## src/rtl/irq_source_ctrl_if.sv

```systemverilog
// irq_source_ctrl_if: peripheral request, mask and end-of-interrupt inputs
// together with the interrupt code, status and flag outputs of irq_source_ctrl.
// The controller uses the slave modport. The peripherals, the counter and the
// testbench use the master modport.
// The timeout flag is present only when IRQ_TIMEOUT_EN is defined.
interface irq_source_ctrl_if #(
    parameter int NSRC = 7
) ();
    logic [NSRC-1:0] src_req;     // peripheral request lines
    logic            irq_en;      // global issue enable
    logic            mask_we;     // mask register write strobe
    logic [NSRC-1:0] mask_din;    // new mask value, 1 = source enabled
    logic            eirq;        // end-of-interrupt pulse from the counter
    logic            lost_clr;    // clears the sticky lost flag

    logic            irq1;        // code bit 0
    logic            irq2;        // code bit 1
    logic            irq3;        // code bit 2
    logic            busy;        // interrupt issued or in service
    logic [2:0]      in_service;  // code in service, 0 when none
    logic [NSRC-1:0] pending;     // pending requests
    logic [NSRC-1:0] src_done;    // one-hot completion pulse
    logic            lost;        // sticky: request on an already pending source
`ifdef IRQ_TIMEOUT_EN
    logic            timeout;     // sticky: the counter never answered
`endif

    modport slave (
        input  src_req, irq_en, mask_we, mask_din, eirq, lost_clr,
        output irq1, irq2, irq3, busy, in_service, pending, src_done, lost
`ifdef IRQ_TIMEOUT_EN
        , output timeout
`endif
    );

    modport master (
        output src_req, irq_en, mask_we, mask_din, eirq, lost_clr,
        input  irq1, irq2, irq3, busy, in_service, pending, src_done, lost
`ifdef IRQ_TIMEOUT_EN
        , input timeout
`endif
    );
endinterface

```

## src/rtl/irq_source_ctrl.sv

```systemverilog
// irq_source_ctrl: interrupt-source side of the irq1/irq2/irq3 + eirq
// interface. The block latches up to NSRC peripheral requests and masks them.
// It presents the highest pending, unmasked source to the counter as a
// one-cycle 3-bit code. Source i maps to code i+1. No further code is issued
// until the counter answers with eirq.
//
// Optional feature: define IRQ_TIMEOUT_EN to bound the WAIT state to
// TIMEOUT_CYC cycles. An expiry sets the sticky timeout flag and releases the
// controller without a src_done pulse.
module irq_source_ctrl #(
    parameter int NSRC        = 7,
    parameter bit EDGE_DET    = 1'b1,
    parameter int TIMEOUT_CYC = 1024
) (
    input  logic               clk,
    input  logic               rst,    // asynchronous, active-low
    irq_source_ctrl_if.slave   bus
);

    // Reject configurations that the 3-bit code or the WAIT counter cannot express.
    if (NSRC < 1 || NSRC > 7) begin : g_bad_nsrc
        $error("irq_source_ctrl: NSRC must be in 1..7");
    end
    if (TIMEOUT_CYC < 1) begin : g_bad_timeout
        $error("irq_source_ctrl: TIMEOUT_CYC must be at least 1");
    end

    typedef enum logic [1:0] {
        ST_IDLE  = 2'd0,   // waiting for a pending, unmasked source
        ST_ISSUE = 2'd1,   // code driven on irq1..3 for exactly one cycle
        ST_WAIT  = 2'd2,   // counter is servicing; waiting for eirq
        ST_GAP   = 2'd3    // one quiet cycle so the counter can drop its latch
    } state_t;

    // Registers
    state_t          r_state;
    logic [NSRC-1:0] r_prev;        // src_req history for edge detection
    logic [NSRC-1:0] r_pending;
    logic [NSRC-1:0] r_mask;
    logic [NSRC-1:0] r_src_done;
    logic [2:0]      r_in_service;
    logic            r_lost;

    // Combinational signals
    state_t          w_state_nxt;
    logic [NSRC-1:0] w_req;         // new requests captured this cycle
    logic [NSRC-1:0] w_cand;        // pending and enabled
    logic [NSRC-1:0] w_sel_onehot;  // highest candidate, one-hot
    logic [2:0]      w_sel_code;    // highest candidate as a code
    logic [NSRC-1:0] w_done_onehot; // source owning the code in service
    logic [NSRC-1:0] w_clr;         // pending bit consumed by an issue
    logic            w_issue;       // IDLE -> ISSUE this cycle
    logic            w_finish;      // WAIT -> GAP on eirq
    logic            w_expire;      // WAIT -> GAP on timeout
    logic            w_lost_evt;

    assign w_req      = EDGE_DET ? (bus.src_req & ~r_prev) : bus.src_req;
    assign w_cand     = r_pending & r_mask;
    assign w_clr      = w_issue ? w_sel_onehot : '0;
    assign w_lost_evt = EDGE_DET && (|(w_req & r_pending));

    // Pick the highest-index candidate. A later hit in the loop overrides an earlier one.
    always_comb begin
        // NOTE: every variable written in an always_comb gets a default first;
        // a path that leaves one unassigned infers a latch.
        w_sel_code   = 3'd0;
        w_sel_onehot = '0;
        for (int i = 0; i < NSRC; i++) begin
            if (w_cand[i]) begin
                w_sel_code      = 3'(i + 1);
                w_sel_onehot    = '0;
                w_sel_onehot[i] = 1'b1;
            end
        end
    end

    // Map the code in service back to its source for the completion pulse.
    always_comb begin
        w_done_onehot = '0;
        for (int i = 0; i < NSRC; i++) begin
            w_done_onehot[i] = (r_in_service == 3'(i + 1));
        end
    end

`ifdef IRQ_TIMEOUT_EN
    localparam int             CNT_W   = $clog2(TIMEOUT_CYC + 1);
    localparam logic [CNT_W-1:0] CNT_LAST = CNT_W'(TIMEOUT_CYC - 1);

    logic [CNT_W-1:0] r_wait_cnt;   // WAIT cycles elapsed, 0 in the first one
    logic             r_timeout;

    // Count WAIT cycles. The count restarts whenever the FSM is elsewhere.
    always_ff @(posedge clk or negedge rst) begin
        if (!rst) begin
            r_wait_cnt <= '0;
        end else if (r_state == ST_WAIT) begin
            r_wait_cnt <= r_wait_cnt + CNT_W'(1);
        end else begin
            r_wait_cnt <= '0;
        end
    end

    // Sticky timeout flag. Only a reset clears it.
    always_ff @(posedge clk or negedge rst) begin
        if (!rst) begin
            r_timeout <= 1'b0;
        end else if (w_expire) begin
            r_timeout <= 1'b1;
        end
    end

    assign bus.timeout = r_timeout;
`endif

    // Next-state logic and the issue, finish and expire decisions.
    always_comb begin
        w_state_nxt = r_state;
        w_issue     = 1'b0;
        w_finish    = 1'b0;
        w_expire    = 1'b0;
        case (r_state)
            ST_IDLE: begin
                if (bus.irq_en && (|w_cand)) begin
                    w_issue     = 1'b1;
                    w_state_nxt = ST_ISSUE;
                end
            end
            ST_ISSUE: begin
                w_state_nxt = ST_WAIT;
            end
            ST_WAIT: begin
                if (bus.eirq) begin
                    w_finish    = 1'b1;
                    w_state_nxt = ST_GAP;
                end
`ifdef IRQ_TIMEOUT_EN
                else if (r_wait_cnt == CNT_LAST) begin
                    w_expire    = 1'b1;
                    w_state_nxt = ST_GAP;
                end
`endif
            end
            ST_GAP: begin
                w_state_nxt = ST_IDLE;
            end
            default: begin
                w_state_nxt = ST_IDLE;
            end
        endcase
    end

    // FSM state register.
    always_ff @(posedge clk or negedge rst) begin
        if (!rst) begin
            r_state <= ST_IDLE;
        end else begin
            // NOTE: sequential state is written only with non-blocking '<='
            // so every register samples pre-edge values, whatever the block order.
            r_state <= w_state_nxt;
        end
    end

    // Request capture, the mask register and the sticky lost flag.
    always_ff @(posedge clk or negedge rst) begin
        if (!rst) begin
            r_prev    <= '0;
            r_pending <= '0;
            r_mask    <= '1;
            r_lost    <= 1'b0;
        end else begin
            r_prev    <= bus.src_req;
            // A request arriving on the source being issued re-arms it; the set wins.
            r_pending <= (r_pending & ~w_clr) | w_req;
            if (bus.mask_we) begin
                r_mask <= bus.mask_din;
            end
            if (w_lost_evt) begin
                r_lost <= 1'b1;
            end else if (bus.lost_clr) begin
                r_lost <= 1'b0;
            end
        end
    end

    // Track the code in service and pulse src_done when the counter finishes.
    always_ff @(posedge clk or negedge rst) begin
        if (!rst) begin
            r_in_service <= 3'd0;
            r_src_done   <= '0;
        end else begin
            r_src_done <= w_finish ? w_done_onehot : '0;
            if (w_issue) begin
                r_in_service <= w_sel_code;
            end else if (w_finish || w_expire) begin
                r_in_service <= 3'd0;
            end
        end
    end

    assign {bus.irq3, bus.irq2, bus.irq1} = (r_state == ST_ISSUE) ? r_in_service : 3'b000;
    assign bus.busy       = (r_state == ST_ISSUE) || (r_state == ST_WAIT);
    assign bus.in_service = r_in_service;
    assign bus.pending    = r_pending;
    assign bus.src_done   = r_src_done;
    assign bus.lost       = r_lost;

endmodule

```

## src/flat_wrapper.sv

```systemverilog
// flat-port wrapper written by rule: the top's interface ports become plain ports
module irq_source_ctrl_flat 
#(
    parameter int NSRC        = 7,
    parameter bit EDGE_DET    = 1'b1,
    parameter int TIMEOUT_CYC = 1024
)
  (clk, rst, bus_src_req, bus_irq_en, bus_mask_we, bus_mask_din, bus_eirq, bus_lost_clr, bus_irq1, bus_irq2, bus_irq3, bus_busy, bus_in_service, bus_pending, bus_src_done, bus_lost);
  irq_source_ctrl_if #(.NSRC(NSRC)) bus_i ();
  input  logic clk;
  input  logic rst;
  input wire logic [$bits(bus_i.src_req)-1:0] bus_src_req;
  input wire logic [$bits(bus_i.irq_en)-1:0] bus_irq_en;
  input wire logic [$bits(bus_i.mask_we)-1:0] bus_mask_we;
  input wire logic [$bits(bus_i.mask_din)-1:0] bus_mask_din;
  input wire logic [$bits(bus_i.eirq)-1:0] bus_eirq;
  input wire logic [$bits(bus_i.lost_clr)-1:0] bus_lost_clr;
  output wire logic [$bits(bus_i.irq1)-1:0] bus_irq1;
  output wire logic [$bits(bus_i.irq2)-1:0] bus_irq2;
  output wire logic [$bits(bus_i.irq3)-1:0] bus_irq3;
  output wire logic [$bits(bus_i.busy)-1:0] bus_busy;
  output wire logic [$bits(bus_i.in_service)-1:0] bus_in_service;
  output wire logic [$bits(bus_i.pending)-1:0] bus_pending;
  output wire logic [$bits(bus_i.src_done)-1:0] bus_src_done;
  output wire logic [$bits(bus_i.lost)-1:0] bus_lost;
  assign bus_i.src_req = bus_src_req;
  assign bus_i.irq_en = bus_irq_en;
  assign bus_i.mask_we = bus_mask_we;
  assign bus_i.mask_din = bus_mask_din;
  assign bus_i.eirq = bus_eirq;
  assign bus_i.lost_clr = bus_lost_clr;
  assign bus_irq1 = bus_i.irq1;
  assign bus_irq2 = bus_i.irq2;
  assign bus_irq3 = bus_i.irq3;
  assign bus_busy = bus_i.busy;
  assign bus_in_service = bus_i.in_service;
  assign bus_pending = bus_i.pending;
  assign bus_src_done = bus_i.src_done;
  assign bus_lost = bus_i.lost;
  irq_source_ctrl #(.NSRC(NSRC), .EDGE_DET(EDGE_DET), .TIMEOUT_CYC(TIMEOUT_CYC)) u_core (.clk(clk), .rst(rst), .bus(bus_i));
endmodule
```

## config.mk

```make
export PLATFORM = sky130hd
export DESIGN_NAME = irq_source_ctrl_flat
export DESIGN_NICKNAME = d
export VERILOG_FILES = /design/src/rtl/irq_source_ctrl_if.sv /design/src/rtl/irq_source_ctrl.sv /design/src/flat_wrapper.sv
export SDC_FILE = /design/constraint.sdc
export NUM_CORES = 1
export LEC_CHECK = 0
export CAP_MARGIN = 20
export CORE_UTILIZATION = 25
export DETAILED_ROUTE_END_ITERATION = 8
export PLACE_DENSITY = 0.57
export SYNTH_ARGS = -nofsm -noshare
export SYNTH_HDL_FRONTEND = slang
export SYNTH_SLANG_ARGS = --single-unit
export TNS_END_PERCENT = 1
```

## constraint.sdc

```tcl
create_clock -name clk -period 1.45 [get_ports clk]
set_input_delay 0.2175 -clock clk [delete_from_list [all_inputs] [get_ports clk]]
set_output_delay 0.2175 -clock clk [all_outputs]
set_load 0.03 [all_outputs]
```

# Yosys cells after proc, flatten, opt, wreduce, memory -nomap -nowiden
# Index checks and enable logic that the tools add are counted.
[totals] regBits=34 latchBits=0 ram_bits=0 rom_bits=0 in_bits=20 out_inout_bits=22 wordCells=62 mem_count=0
[op_classes] addsub=0 n_mul=0 div_mod_pow=0 magnitude_cmp=0 n_eq_ne=12 shifts=0 mux=28 bitwise=7 n_reduce_logical=8
[op_table] op="7-bit 2-to-1 mux" count=8
[op_table] op="7-bit bitwise AND" count=4
[op_table] op="3-bit 2-to-1 mux" count=9
[op_table] op="7-bit NOT" count=2
[op_table] op="7-bit OR reduction" count=2
[op_table] op="3-bit equality test, second input constant" count=4
[op_table] op="1-bit 2-to-1 mux" count=8
[op_table] op="2-bit case mux with 4 select lines" count=1
[op_table] op="7-bit bitwise OR" count=1
[op_table] op="3-bit by 2-bit equality test with 1-bit output, second input constant" count=2
[op_table] op="2-bit equality test, second input constant" count=2
[op_table] op="2-bit 2-to-1 mux" count=2
[op_table] op="2-bit nonzero test" count=2
[op_table] op="3-bit by 1-bit equality test with 1-bit output, second input constant" count=1
[op_table] op="2-bit by 1-bit equality test with 1-bit output, second input constant" count=1
[op_table] op="2-bit logical NOT" count=1
[op_table] op="2-bit by 1-bit inequality test with 1-bit output, second input constant" count=1
[op_table] op="2-bit inequality test, second input constant" count=1
[op_table] op="2-bit AND reduction" count=1
[op_table] op="1-bit logical AND" count=1
[op_table] op="1-bit logical OR" count=1

# Logic depth before layout (Yosys ltp)
[logic_depth] word_depth=12 ltp_mapped=6 ltp_nobuf=6

# Worst setup path after synthesis
# No wires, ideal clock.
[synth_path] kind="reg2reg" startpoint="register u_core.r_state[0]" endpoint="register u_core.r_state[1]" setup_time_ps=125 t_arrival_ps=1435 t_required_ps=1325 path_slack_ps=-111 path_stages_with_launch=7 n_path_buf=0 synth_period_minus_slack_ps=1561 path_cell_list="dfrtp_1 inv_1 ha_1 a21boi_0 a41o_1 a21oi_2 mux2_4"
[synth_via] elab_chain_cells=3 word_cells_on_any_way=8 cone_classes="5 x eq/ne; 1 x mux; 2 x reduce/logical"
[synth_lines] element="from (decl)" line="irq_source_ctrl.sv:36" rtl="state_t r_state;"
[synth_lines] element="from (signal assigned)" line="irq_source_ctrl.sv:159" rtl="r_state <= w_state_nxt;"
[synth_lines] element="2-bit equality test or 2-bit logical NOT (tied branches)" line="irq_source_ctrl.sv:121" rtl="case (r_state)"
[synth_lines] element="2-bit inequality test (no line) or 2-bit by 1-bit inequality test with 1-bit output (tied branches)"
[synth_lines] element="2-bit AND reduction (no line)"
# Several ways; a longest one is shown, not always the timed one.
# A chain may end at the register's enable or synchronous reset.

# Final worst setup path
[layout_path] startpoint="register u_core.r_mask[5]" endpoint="register u_core.r_state[1]"
[layout_via] elab_chain_cells=5
[layout_lines] element="from (decl)" line="irq_source_ctrl.sv:39" rtl="logic [NSRC-1:0] r_mask;"
[layout_lines] element="from (signal assigned)" line="irq_source_ctrl.sv:175" rtl="r_mask <= bus.mask_din;"
[layout_lines] element="7-bit bitwise AND" line="irq_source_ctrl.sv:58" rtl="assign w_cand = r_pending & r_mask;"
[layout_lines] element="7-bit OR reduction" line="irq_source_ctrl.sv:123" rtl="if (bus.irq_en && (|w_cand)) begin"
[layout_lines] element="1-bit logical AND" line="irq_source_ctrl.sv:123"
[layout_lines] element="2-bit by 1-bit inequality test with 1-bit output (no line)"
[layout_lines] element="2-bit AND reduction (no line)"
# Every way passes these cells.

==> summary.md <==
| Metric | Value |
|---|---|
| Status | `complete, but fails checks` |
| Failing checks | `negative setup slack` |
| Leakage | `1.04 nW` |
| Core ar. | `0.00564 mm2` |
| Largest net degree at the start of global routing | `35` |
| Vias post-DR | `1227` |
| Leading cell types in the layout, fill and taps excluded | `21 x dfrtp_1, 19 x clkdlybuf4s50_1, 19 x buf_4, 18 x dlygate4sd2_1, 12 x nand2_1` |
| GP Congestion | `0.749` |
| RSZ-0062 raised after global routing | `true` |
| Clk_skew | `3.84 ps` |
| # rows | `27` |
| #FFs+latches synth | `34` |
| CP max-delay cell | `dfstp_2` |
| Fin crit share | `105%` |
| Worst hold-check path type | `input port to async pin` |
| YS warnings | `0` |
| Area of the die | `0.00631 mm2` |
| Post-route DRC | `0` |
| Input/output buffers | `41` |
| Die W | `79.4 um` |
| Max H-tree Level | `2` |
| Max-cap viol count | `0` |
| Commonest non-fill, non-tap cell in the layout | `dfrtp_1` |
| CP Capture Type | `flip-flop` |
| Remaining global-route overflow | `0` |
| # Post-CTS Setup Buffers | `0` |
| Nets | `222` |
| Mapped Nets | `155` |
| Post-synth cell types | `36` |
| Routed wire per std cell | `12.7 um` |
| Detailed Route Iter0 Violations | `34` |
| Final core occ | `41.2%` |
| Starting density of the core | `26.6%` |
| Syn Inst Count | `131` |
| CTS clock-pin slew for the worst setup and hold paths | `70 ps` |
| Total routed wirelength | `3440 um` |
| Die height | `79.4 um` |
| CTS Sinks | `34` |
| Mapped cell area | `0.00150 mm2` |
| Post-synth EDFFs | `0` |
| Worst path cell trace | `a22oi_2 -> a41o_1 -> a21oi_2 -> mux2_4` |
| Logic pwr share | `43.2%` |
| Switching portion of total power | `34.7%` |
| Initial antenna violation count | `0` |
| Post-CTS Hold Buffers | `0` |
| CTS tree | `built` |
| Fmax achieved | `0.656 GHz` |
| DRT Pass-1 Iters | `4` |
| CP Launch Type | `flip-flop` |
| Final Hold Vio Count | `0` |
| # diodes | `0` |
| Worst-path fanout max | `4` |
| Setup-failing EPs final | `4` |
| Slew Viols, Final | `0` |
| Clock power share | `23.0%` |
| Avg Vias per Cell | `4.53` |
| Global-route wire length before repair | `5730 um` |
| Area grow syn2layout | `55.0%` |
| Reg power frac | `33.8%` |
| Asr flop ratio synth | `100%` |
| Final worst slack | `-75.0 ps` |
| Filler cells | `559` |
| Crit Path Class | `flip-flop to flip-flop` |
| VDD IR-drop max | `0.534 mV` |
| Syn avg cell area | `11.4 um2` |
| Top_reg_cell synth | `dfrtp_1` |
| WP data required | `1620 ps` |
| Seq/Total Area, Yosys | `57.3%` |
| Worst-skew pair later-pin latency | `280 ps` |
| Power Density | `1560 mW/mm2` |
| WP data arrival | `1700 ps` |
| GRT Resource Usage Total | `12.0%` |
| Final min period | `1530 ps` |
| Post-DP HPWL | `2590 um` |
| Max Buffers Root-to-Sink | `2` |
| Number of global-route vias before repair | `1194` |
| I/O pins | `42` |
| Setup TNS | `-162 ps` |
| Crit-path max cell delay | `560 ps` |
| Total CTS buffers | `5` |
| Share of cells above drive strength 1 | `35.2%` |
| Family with the most delay on the worst path | `flip-flops` |
| Max_slew headroom | `75.6%` |
| Clock root cell | `clkbuf_8` |
| Worst path bufs/invs | `0` |
| Worst-margin pin slew | `365 ps` |
| Final ANT Viol Nets | `0` |
| P_sw | `1.26 mW` |
| Power Internal | `2.37 mW` |
## synth_stat cells (2+ instances only)
| cell type | instances | area share [%] |
|---|---|---|
| o31ai_1 | 2 | 1.0 |
| nor3_1 | 4 | 1.3 |
| nor2_1 | 3 | 0.75 |
| nor2b_1 | 3 | 1.3 |
| mux2_2 | 5 | 3.8 |
| nand2_1 | 14 | 3.5 |
| a22o_1 | 3 | 1.8 |
| and2_1 | 4 | 1.7 |
| nand2b_1 | 2 | 0.83 |
| nand3_1 | 5 | 1.7 |
| o21ai_0 | 10 | 3.3 |
| ha_1 | 4 | 3.3 |
| dfrtp_1 | 27 | 45 |
| dfstp_2 | 7 | 12 |
| nand3b_1 | 4 | 2.0 |
| a22oi_2 | 3 | 2.5 |
| inv_1 | 12 | 3.0 |
## layout make-up
cell class	instances	area (um2)	share of cell area [%]
flip-flops and latches	34	867	37.3
clock inverters	3	40.0	1.72
multi-input cells	84	657	28.3
clock buffers	5	68.8	2.96
well taps	72	90.1	3.88
inverters	12	45.0	1.94
repair buffers	61	556	23.9
## cells by family after synthesis
family                   share of synthesized area [%]
buffers and inverters                             3.25
adder cells (fa/ha/maj)                           3.34
multiplexers                                      4.76
AND/OR/NAND/NOR                                   14.1
AO/OA/AOI/OAI                                     17.2
flip-flops                                        57.3
## power groups by stage
stage	registers [mW]	logic, mW	clock network [mW]
finish	1.22	1.57	0.834
global route	1.24	1.72	0.900
CTS	1.23	1.49	0.865
detailed placement	1.24	1.52	0
global placement	1.24	1.50	0
floorplan	1.43	0.674	0
## routing by layer
layer	part of all wire [%]	GRT usage [%]
met5	0	0
met2	46	18.6
met4	1.4	4.36
met1	47	15.6
met3	5.2	3.66
## path summary, 6_finish.rpt
| kind | cells after the start | start | slack (ps) | end |
|---|---|---|---|---|
| max | 4 | u_core.r_mask[5]$_DFFE_PN1P_ | -80 | u_core.r_state[1]$_DFFE_PN0P_ |
| min reg2reg | 1 | u_core.r_prev[4]$_DFF_PN0_ | 430 | u_core.bus.pending[4]$_DFF_PN0_ |
| min in group clk | 1 | bus_src_req[2] | 400 | u_core.r_prev[2]$_DFF_PN0_ |
| max in group asynchronous | 2 | rst | 890 | u_core.r_mask[0]$_DFFE_PN1P_ |
| max reg2reg | 4 | u_core.r_mask[5]$_DFFE_PN1P_ | -80 | u_core.r_state[1]$_DFFE_PN0P_ |
| min | 2 | rst | 310 | u_core.bus.src_done[4]$_DFF_PN0_ |
## repair_timing
action / 4_1_cts / 5_1_grt
pin swaps: 1 / 5
resized for setup: 23 / 12
endpoints found under the setup margin: 23 / 11
endpoints found under the hold margin: 0 / 0
## flip-flops by register name, summed over array words and instances (netlist names)
| register | cells |
|---|---|
| u_core.bus.in_service | 3 |
| u_core.bus.lost | 1 |
| u_core.bus.pending | 7 |
| u_core.bus.src_done | 7 |
| u_core.r_mask | 7 |
| u_core.r_prev | 7 |
| u_core.r_state | 2 |
## per-stage QoR
stage          setup WS [ps]  area [um2]  hold slack (ps)  std cells  power, mW
2_1_floorplan          -6.68        1520            -78.1        131       2.10
3_3_place_gp            -101        2170              425        263       2.74
3_5_place_dp            -124        2170              430        263       2.76
4_1_cts                -91.4        2280              315        271       3.58
5_1_grt                 -114        2320              329        271       3.86
6_report               -75.0        2320              312        271       3.63
No activity file was read; power rests on OpenSTA's default activity.
